$ cat config.mk
export PLATFORM = sky130hd
export DESIGN_NAME = cpu_seg_display
export DESIGN_NICKNAME = d
export VERILOG_FILES = /design/src/rtl/cpu_seg_display.sv
export SDC_FILE = /design/constraint.sdc
export NUM_CORES = 1
export LEC_CHECK = 0
export BUFFER_PORTS_ARGS = -buffer_cell sky130_fd_sc_hd__buf_2
export CORE_ASPECT_RATIO = 0.9
export CORE_MARGIN = 4
export CORE_UTILIZATION = 25
export CTS_BUF_LIST = sky130_fd_sc_hd__clkbuf_2
export CTS_CLUSTER_DIAMETER = 200
export DETAILED_ROUTE_END_ITERATION = 8
export PLACE_DENSITY = 0.5
export SYNTH_ARGS = -nofsm -noshare
export SYNTH_HDL_FRONTEND = slang
export SYNTH_SLANG_ARGS = --single-unit
$ cat constraint.sdc
create_clock -name clk -period 2.3 [get_ports clk]
set_clock_uncertainty 0.1 [all_clocks]
set_input_delay 0.115 -clock clk [delete_from_list [all_inputs] [get_ports clk]]
set_output_delay 0.115 -clock clk [all_outputs]
set_load 0.005 [all_outputs]
$ cat src/rtl/cpu_seg_display.sv
// Multiplexed 8-digit common-anode seven-segment driver for the CPU status outputs.
// The shown value is snapshotted once per scan frame; a halt freezes both sources.
module cpu_seg_display #(
    parameter int REFRESH_DIV = 100000
) (
    input  logic        clk,
    input  logic        clr,
    input  logic [31:0] display,
    input  logic [31:0] cycle_count,
    input  logic        halt,
    input  logic        mode,
    output logic [7:0]  an,
    output logic [7:0]  seg,
    output logic        halted
);

    localparam int DIV_W = (REFRESH_DIV > 1) ? $clog2(REFRESH_DIV) : 1;
    localparam logic [DIV_W-1:0] DIV_LAST = DIV_W'(REFRESH_DIV - 1);

    logic [DIV_W-1:0] div_cnt;
    logic [2:0]       digit_idx;
    logic [31:0]      shown;
    logic [31:0]      frozen_disp;
    logic [31:0]      frozen_cyc;
    logic             halt_lat;

    logic             tick;
    logic             frame_start;
    logic [31:0]      src;
    logic [3:0]       nibble;

    // Returns seg[6:0] = g,f,e,d,c,b,a, active-low.
    function automatic logic [6:0] hex7(input logic [3:0] h);
        case (h)
            4'h0:    hex7 = 7'h40;
            4'h1:    hex7 = 7'h79;
            4'h2:    hex7 = 7'h24;
            4'h3:    hex7 = 7'h30;
            4'h4:    hex7 = 7'h19;
            4'h5:    hex7 = 7'h12;
            4'h6:    hex7 = 7'h02;
            4'h7:    hex7 = 7'h78;
            4'h8:    hex7 = 7'h00;
            4'h9:    hex7 = 7'h10;
            4'hA:    hex7 = 7'h08;
            4'hB:    hex7 = 7'h03;
            4'hC:    hex7 = 7'h46;
            4'hD:    hex7 = 7'h21;
            4'hE:    hex7 = 7'h06;
            default: hex7 = 7'h0E;
        endcase
    endfunction

    assign tick        = (div_cnt == DIV_LAST);
    assign frame_start = tick && (digit_idx == 3'd7);
    assign src         = halt_lat ? (mode ? frozen_cyc : frozen_disp)
                                  : (mode ? cycle_count : display);
    assign nibble      = shown[4*digit_idx +: 4];
    assign halted      = halt_lat;

    always_ff @(posedge clk or negedge clr) begin
        if (!clr) begin
            div_cnt   <= '0;
            digit_idx <= 3'd0;
        end else begin
            div_cnt <= tick ? '0 : div_cnt + 1'b1;
            if (tick)
                digit_idx <= digit_idx + 3'd1;
        end
    end

    // Live values sampled on the halt cycle equal the frozen ones, so a halt
    // coinciding with frame_start still snapshots a consistent value.
    always_ff @(posedge clk or negedge clr) begin
        if (!clr) begin
            halt_lat    <= 1'b0;
            frozen_disp <= '0;
            frozen_cyc  <= '0;
            shown       <= '0;
        end else begin
            if (halt && !halt_lat) begin
                halt_lat    <= 1'b1;
                frozen_disp <= display;
                frozen_cyc  <= cycle_count;
            end
            if (frame_start)
                shown <= src;
        end
    end

    always_ff @(posedge clk or negedge clr) begin
        if (!clr) begin
            an  <= 8'hFF;
            seg <= 8'hFF;
        end else begin
            an  <= ~(8'b1 << digit_idx);
            seg <= {~(halt_lat && (digit_idx == 3'd0)), hex7(nibble)};
        end
    end

endmodule

==> results.txt, run 1 <==
outcome: finished clean
Final #Nets: 666
worst hold start: cycle_count[5]
initial antenna violation count: 1
measured slew at the worst slew-check pin: 471 ps
number of global-route vias before repair: 4414
sequential area share after synthesis: 0.530
Startpoint Class: flop
Reg clk slew, reported paths: 200 ps
Hold EP: frozen_cyc[5]$_DFFE_PN0P_
Peak VDD IR: 0.350 mV
worst path cell trace: buf_6 -> mux4_2 -> mux2i_1 -> buf_4 -> inv_2 -> ha_1 -> mux2_2 -> o21ai_2
FF-to-FF Start: digit_idx[0]$_DFFE_PN0N_
PortBufs: 84
Synth cell types: 39
via-per-instance ratio: 4.38
relative max-transition margin: 0.686
R2R setup slack: 130 ps
Worst path max stage delay: 510 ps
initial core utilization: 0.257
total power: 4700 uW
CTS Sinks: 133
largest net degree at the start of global routing: 49
Setup TNS: 0 ps
Final setup viols: 0
core box area: 24600 um2
Tot GR Track Use: 0.108
Post-DP Area: 7230 um2
DRC errors left: 0
fin area: 8300 um2
worst skew pair latency: 690 ps
Pleak: 0.00374 uW
Avg Inst Size Synth: 15.5 um2
commonest non-fill, non-tap cell in the layout: dfrtp_1
die area: 27900 um2
clock share of power: 0.350
Syn-to-layout area delta: 31.3%
Sequential Power Share: 0.538
dominant synthesized flop cell: dfrtp_1
first-iteration detailed-routing DRC count: 167
H-tree depth: 4
grt ovf: 0
Hold Fails Final Rpt: 0
Slew Viols, Final: 0
Syn Inst Count: 409
wire length per cell: 15.8 um
post-route minimum period: 2170 ps
Sw Pwr: 1100 uW
num rows: 54
critical path capture point type: flop
clk buf depth: 2
synthesized cell area: 6320 um2
Root Driver: clkbuf_2
Die X: 176 um
first-pass GRT wire length: 23700 um
Num CTS Buffers: 17
pre-CTS WS: 19.1 ps
CP bufs+invs: 3
max_cap viols: 0
Vias: 4084
Worst path slowest cell: mux4_2
sw frac: 0.235
CP delay by family, top: multiplexers
CP Max Fanout: 7
I/O pin count: 85
CTS tree: built
Die Span Y: 159 um
Pwr Density: 567 nW/um2
HP Class: input pin to flop
fin crit share: 0.945
RR Endpoint: seg[4]$_DFF_PN1_
Int Pwr: 3600 uW
gp weighted congestion: 0.733
Fmax: 460 MHz
final WL: 14800 um
commonest cells after routing, fill and taps aside: 117 x dfrtp_1, 100 x mux2_2, 83 x buf_2, 70 x dlygate4sd3_1, 40 x mux4_2
post-synth net total: 490
crit path kind: flop to flop
Ys Warns: 0
Post-DP HPWL: 10300 um
register bit total from synthesis: 133
hold depth: 3
ys async rst share: 1.00
Antenna Nets Post-Route: 0
Comb pwr share: 0.112
CP Data Required Time: 2810 ps
drt pass-1 iters: 4
cells on worst reg2reg path: 8
Post-synth EDFFs: 0
worst path arrival time: 2690 ps
PnR worst setup slack: 127 ps
share of layout cells above drive strength 1: 0.505
[synth_stat cells, drive strengths merged, types with 5 or more instances]
master / instances / area share
xnor2: 8 / 0.011
mux4: 40 / 0.14
buf: 19 / 0.017
ha: 13 / 0.026
mux2i: 10 / 0.020
dfstp: 16 / 0.067
inv: 10 / 0.0059
nor2: 9 / 0.0053
clkbuf: 5 / 0.0030
nand2: 14 / 0.0083
nand4: 6 / 0.0059
mux2: 100 / 0.18
dfrtp: 117 / 0.46
nand3: 6 / 0.0048
xor2: 7 / 0.0097
[power by group through the flow]
stage / clock [uW] / sequential [uW] / combinational (uW)
4_1_cts: 1720 / 2530 / 541
2_1_floorplan: 0 / 2550 / 249
5_1_grt: 1810 / 2550 / 578
6_report: 1640 / 2530 / 527
3_3_place_gp: 0 / 2560 / 429
3_5_place_dp: 0 / 2570 / 442
[metal layers]
metal | track usage | vias up | wire length (um)
met2 | 0.171 | 79 | 6950
met1 | 0.147 | 2119 | 7030
met3 | 0.0295 | 11 | 641
li1 | - | 1875 | -
met5 | 0 | - | 0
met4 | 0.0276 | 0 | 158
[final cells by class]
| type | count | area (um2) |
|---|---|---|
| antenna | 1 | 2.50 |
| clock buffer | 17 | 85.1 |
| clock inverter | 13 | 189 |
| fill | 2493 | 16300 |
| inverter | 10 | 37.5 |
| multi-input combinational | 242 | 2820 |
| sequential | 133 | 3350 |
| tap | 336 | 420 |
| timing repair buffer | 181 | 1400 |
[cell families (layout without fill, tap and decap cells)]
| family | after synthesis | after routing | synth area share |
|---|---|---|---|
| compound gates | 10 | 10 | 0.0105 |
| xor+xnor | 15 | 15 | 0.0208 |
| fa+ha+maj | 13 | 13 | 0.0257 |
| buf+inv | 34 | 221 | 0.0259 |
| flops | 133 | 133 | 0.530 |
| mux | 150 | 150 | 0.340 |
| other cells | 0 | 1 | 0 |
| simple gates | 54 | 54 | 0.0469 |
[worst min-delay path: cells and delay by family]
| kind | cells | cell delay, ps |
|---|---|---|
| muxes | 1 | 130 |
| buffers and inverters | 2 | 620 |
[what timing repair did]
item / CTS / global route
cloned: 0 / 0
hold buffers: 70 / 1
resized for setup: 2 / 5
endpoints found under the hold margin: 230 / 1
setup buffers: 0 / 6
pin swaps: 0 / 1
setup endpoints to repair: 2 / 5
[worst max-delay path by stage]
| stage | slack, ps | to | cells past startpoint | startpoint |
|---|---|---|---|---|
| after CTS | 20 | seg[0]$_DFF_PN1_ | 8 | digit_idx[0]$_DFFE_PN0N_ |
| final | 130 | seg[4]$_DFF_PN1_ | 8 | digit_idx[0]$_DFFE_PN0N_ |
| after global routing | -4 | seg[1]$_DFF_PN1_ | 8 | digit_idx[0]$_DFFE_PN0N_ |
| after floorplan | 40 | seg[0]$_DFF_PN1_ | 7 | digit_idx[0]$_DFFE_PN0N_ |
| after detailed placement | 20 | seg[4]$_DFF_PN1_ | 8 | digit_idx[0]$_DFFE_PN0N_ |
| after global placement | 100 | seg[0]$_DFF_PN1_ | 8 | digit_idx[0]$_DFFE_PN0N_ |
[state kept, by name, indices dropped and copies added (netlist names)]
name         count
frozen_cyc      32
halted           1
digit_idx        3
an               8
seg              8
div_cnt         17
shown           32
frozen_disp     32
[per-stage QoR]
stage	util	std cells	hold WS [ps]
3_5_place_dp	0.294	825	66.4
6_report	0.337	933	94.5
4_1_cts	0.335	925	5.28
5_1_grt	0.337	933	8.45
3_3_place_gp	0.294	825	57.6
2_1_floorplan	-	409	-281
Note: power is estimated with default switching activity, not from simulation.
==> inputs of run 2 (changes only) <==
Settings changed: ABC_AREA set to 1, PLACE_DENSITY 0.5 to 0.49.
==> run 2 against run 1 <==
Compared with the run above:
- cell count up 57%
- sequential share of layout area shrank 5.8 points
- global-route usage increased by 2.5 points
- via count grew 54%
- final area increased by 17%
- first-iteration DRC count rose to 2.5 times the previous value
- combinational power decreased by 34%
- register-to-register slack improved by 70 ps
- wire length rose by 33%
- sequential power decreased by 8%
- non-clock buffer count grew 72
- largest cell class unchanged
==> results.txt, run 2 <==
sequential area share after synthesis: 0.478 (-0.0513)
Post-synth EDFFs: 0 (unchanged)
commonest non-fill, non-tap cell in the layout: nand2_1
commonest cells after routing, fill and taps aside: 183 x nand2_1, 147 x dlygate4sd3_1, 128 x inv_1, 116 x dfrtp_1, 102 x o21ai_0
Largest regs: frozen_cyc: 32 flops, frozen_disp: 32 flops, shown: 32 flops
core box area: 27300 um2 (+11%)
multi-input logic area: 2950 um2 (+4.5%)
ys async rst share: 1.00 (unchanged)
H-tree depth: 4 (unchanged)
register bit total from synthesis: 133 (unchanged)
Fmax: 475 MHz (+3.2%)
post-synth net total: 948 (+93%)
Post-DP HPWL: 12900 um (+24%)
Final setup viols: 0 (unchanged)
Syn Inst Count: 867 (+110%)
HP Class: input pin to flop
Die X: 184 um (+5.0%)
CTS tree: built
die area: 30700 um2 (+10%)
FILL cells: 2834 (+14%)
Ys Warns: 0 (unchanged)
cell taking the most area after synthesis: dfrtp_1
final hold slack: 166 ps (+71.9 ps)
first-iteration detailed-routing DRC count: 418 (+150%)
Final #Nets: 1178 (+77%)
CP Data Required Time: 2810 ps (about the same)
Commonest cells post-synth: 184 x nand2_1, 128 x inv_1, 117 x dfrtp_1
largest net degree at the start of global routing: 65 (+33%)
crit path kind: flop to flop
sw frac: 0.262 (+0.0274)
Sw Pwr: 1160 uW (+4.9%)
hold-fix buffers at CTS: 148 (+110%)
CP Max Fanout: 40 (+33)
met1 wire length: 9460 um (+35%)
share of layout cells above drive strength 1: 0.204 (-0.301)
critical path capture point type: flop
Antenna Nets Post-Route: 0 (unchanged)
Syn-to-layout area delta: 38.5%
Peak VDD IR: 0.230 mV (-34%)
Die Span Y: 167 um (+5.0%)
first-pass GRT wire length: 32900 um (+39%)
max_cap viols: 0 (unchanged)
CTS Sinks: 133 (unchanged)
Post-CTS Setup Inserts: 0 (unchanged)
most frequent cell after synthesis: nand2_1
measured slew at the worst slew-check pin: 474 ps (+2.59 ps)
Root Driver: clkbuf_2
drt pass-1 iters: 5 (+1)
dominant synthesized flop cell: dfrtp_1
initial core utilization: 0.256 (-0.000780)
FF-to-FF Start: halted$_DFFE_PN0P_
area share of the largest cell type after synthesis: 0.418 (-0.0449)
Setup TNS: 0 ps (unchanged)
Num CTS Buffers: 17 (unchanged)
Highest Signal Layer: met4
Tot GR Track Use: 0.133 (+0.0248)
Pleak: 0.00531 uW (+42%)
wire length per cell: 13.4 um (-16%)
CP Launch Point: halted$_DFFE_PN0P_
num rows: 57 (+5.6%)
DRC errors left: 0 (unchanged)
Hold Fails Final Rpt: 0 (unchanged)
worst hold start: display[3]
Sequential Power Share: 0.531 (-0.007)
relative max-transition margin: 0.682 (-0.00416)
Synth cell types: 33 (-15%)
final WL: 19600 um (+33%)
Register Area: 3350 um2 (about the same)
gp weighted congestion: 0.861 (+17%)
clk buf depth: 2 (unchanged)
Avg Inst Size Synth: 8.07 um2 (-48%)
Reg clk slew, reported paths: 270 ps (+70 ps)
Startpoint Class: flop
Int Pwr: 3260 uW (-9.4%)
WL met2: 9090 um (+31%)
initial antenna violation count: 1 (unchanged)
via-per-instance ratio: 4.30 (-1.8%)
synthesized cell area: 7000 um2 (+11%)
worst path arrival time: 2610 ps (-80 ps)
PnR worst setup slack: 195 ps (+68.2 ps)
pre-CTS WS: 277 ps (+258 ps)
Slew Viols, Final: 0 (unchanged)
unrepaired setup endpoints after global routing: no
CTS resizes: 0 (-2)
Comb pwr share: 0.079 (-0.033)
Vias: 6299 (+54%)
Synth area leaders: dfrtp_1 42%, nand2_1 9.9%, o21ai_0 7.3%, inv_1 6.9%, dfstp_2 6.0%
post-route minimum period: 2100 ps (-68.2 ps)
Pwr Density: 456 nW/um2 (-20%)
met3 routed WL: 815 um (+27%)
worst skew pair latency: 730 ps (+40 ps)
outcome: finished clean
grt ovf: 0 (unchanged)
clock share of power: 0.390 (+0.040)
number of global-route vias before repair: 6356 (+44%)
PortBufs: 84 (unchanged)
I/O pin count: 85 (unchanged)
fin crit share: 0.915 (-0.0297)
-- run 2: changes by cell type in the layout (fill, tap and decap cells not counted), sizes merged, moves of 35 or more --
cell         previous run  this run
nand2                  14       189
inv                    10       134
o21ai                   3       102
dlygate4sd3            70       147
nand3                   6        76
mux2                  100        32
nor2                    9        54
mux4                   40         0
a21oi                   2        37
-- run 2: routing by layer --
metal,global-route usage,vias up
li1,-,3192
met2,0.217,121
met4,0.0321,0
met1,0.182,2974
met5,0,-
met3,0.0249,12
-- run 2: cell type report --
| cell class | instances | share of cell area |
|---|---|---|
| Inverter | 132 | 0.0512 |
| Clock buffer | 18 | 0.00929 |
| Antenna cell | 1 | 0.000258 |
| Multi-Input combinational cell | 560 | 0.304 |
| Tap cell | 354 | 0.0457 |
| Sequential cell | 133 | 0.346 |
| Clock inverter | 14 | 0.0207 |
| Timing Repair Buffer | 253 | 0.223 |
-- run 2: per-stage QoR --
step	utilization	instance area, um2	std cells	total power, uW
3_3_place_gp	0.290	7910	1284	2630
2_1_floorplan	-	7000	867	2470
3_5_place_dp	0.290	7910	1284	2620
6_report	0.355	9690	1465	4420
5_1_grt	0.355	9690	1465	4620
4_1_cts	0.355	9690	1464	4490
-- run 2: cell families after synthesis --
logic type | after synthesis | synth area share
simple gates | 365 | 0.233
mux | 32 | 0.0515
flops | 133 | 0.478
xor+xnor | 8 | 0.0100
fa+ha+maj | 13 | 0.0232
buf+inv | 174 | 0.101
compound gates | 142 | 0.102
-- run 2: critical path: stages, from the launching register on --
cell	delay, ps
dfrtp_2	420
inv_1	70
nand2_4	70
buf_4	380
mux2_2	390
dlygate4sd3_1	560
-- run 2: power groups by stage --
stage,Sequential [uW],Combinational [uW],Clock (uW)
CTS,2350,355,1790
detailed placement,2380,241,0
floorplan,2380,82.1,0
finish,2340,348,1720
global route,2350,396,1880
global placement,2380,243,0
-- run 2: path summary, 6_finish.rpt --
path	endpoint	slack [ps]	cells past startpoint
setup / recovery	frozen_disp[23]$_DFFE_PN0P_	200	5
hold / removal	shown[3]$_DFFE_PN0P_	170	6
setup reg to reg	frozen_disp[23]$_DFFE_PN0P_	200	5
hold reg to reg	div_cnt[0]$_DFF_PN0_	380	1
max in group asynchronous	an[7]$_DFF_PN1_	1200	4
min in group asynchronous	frozen_disp[0]$_DFFE_PN0P_	420	4
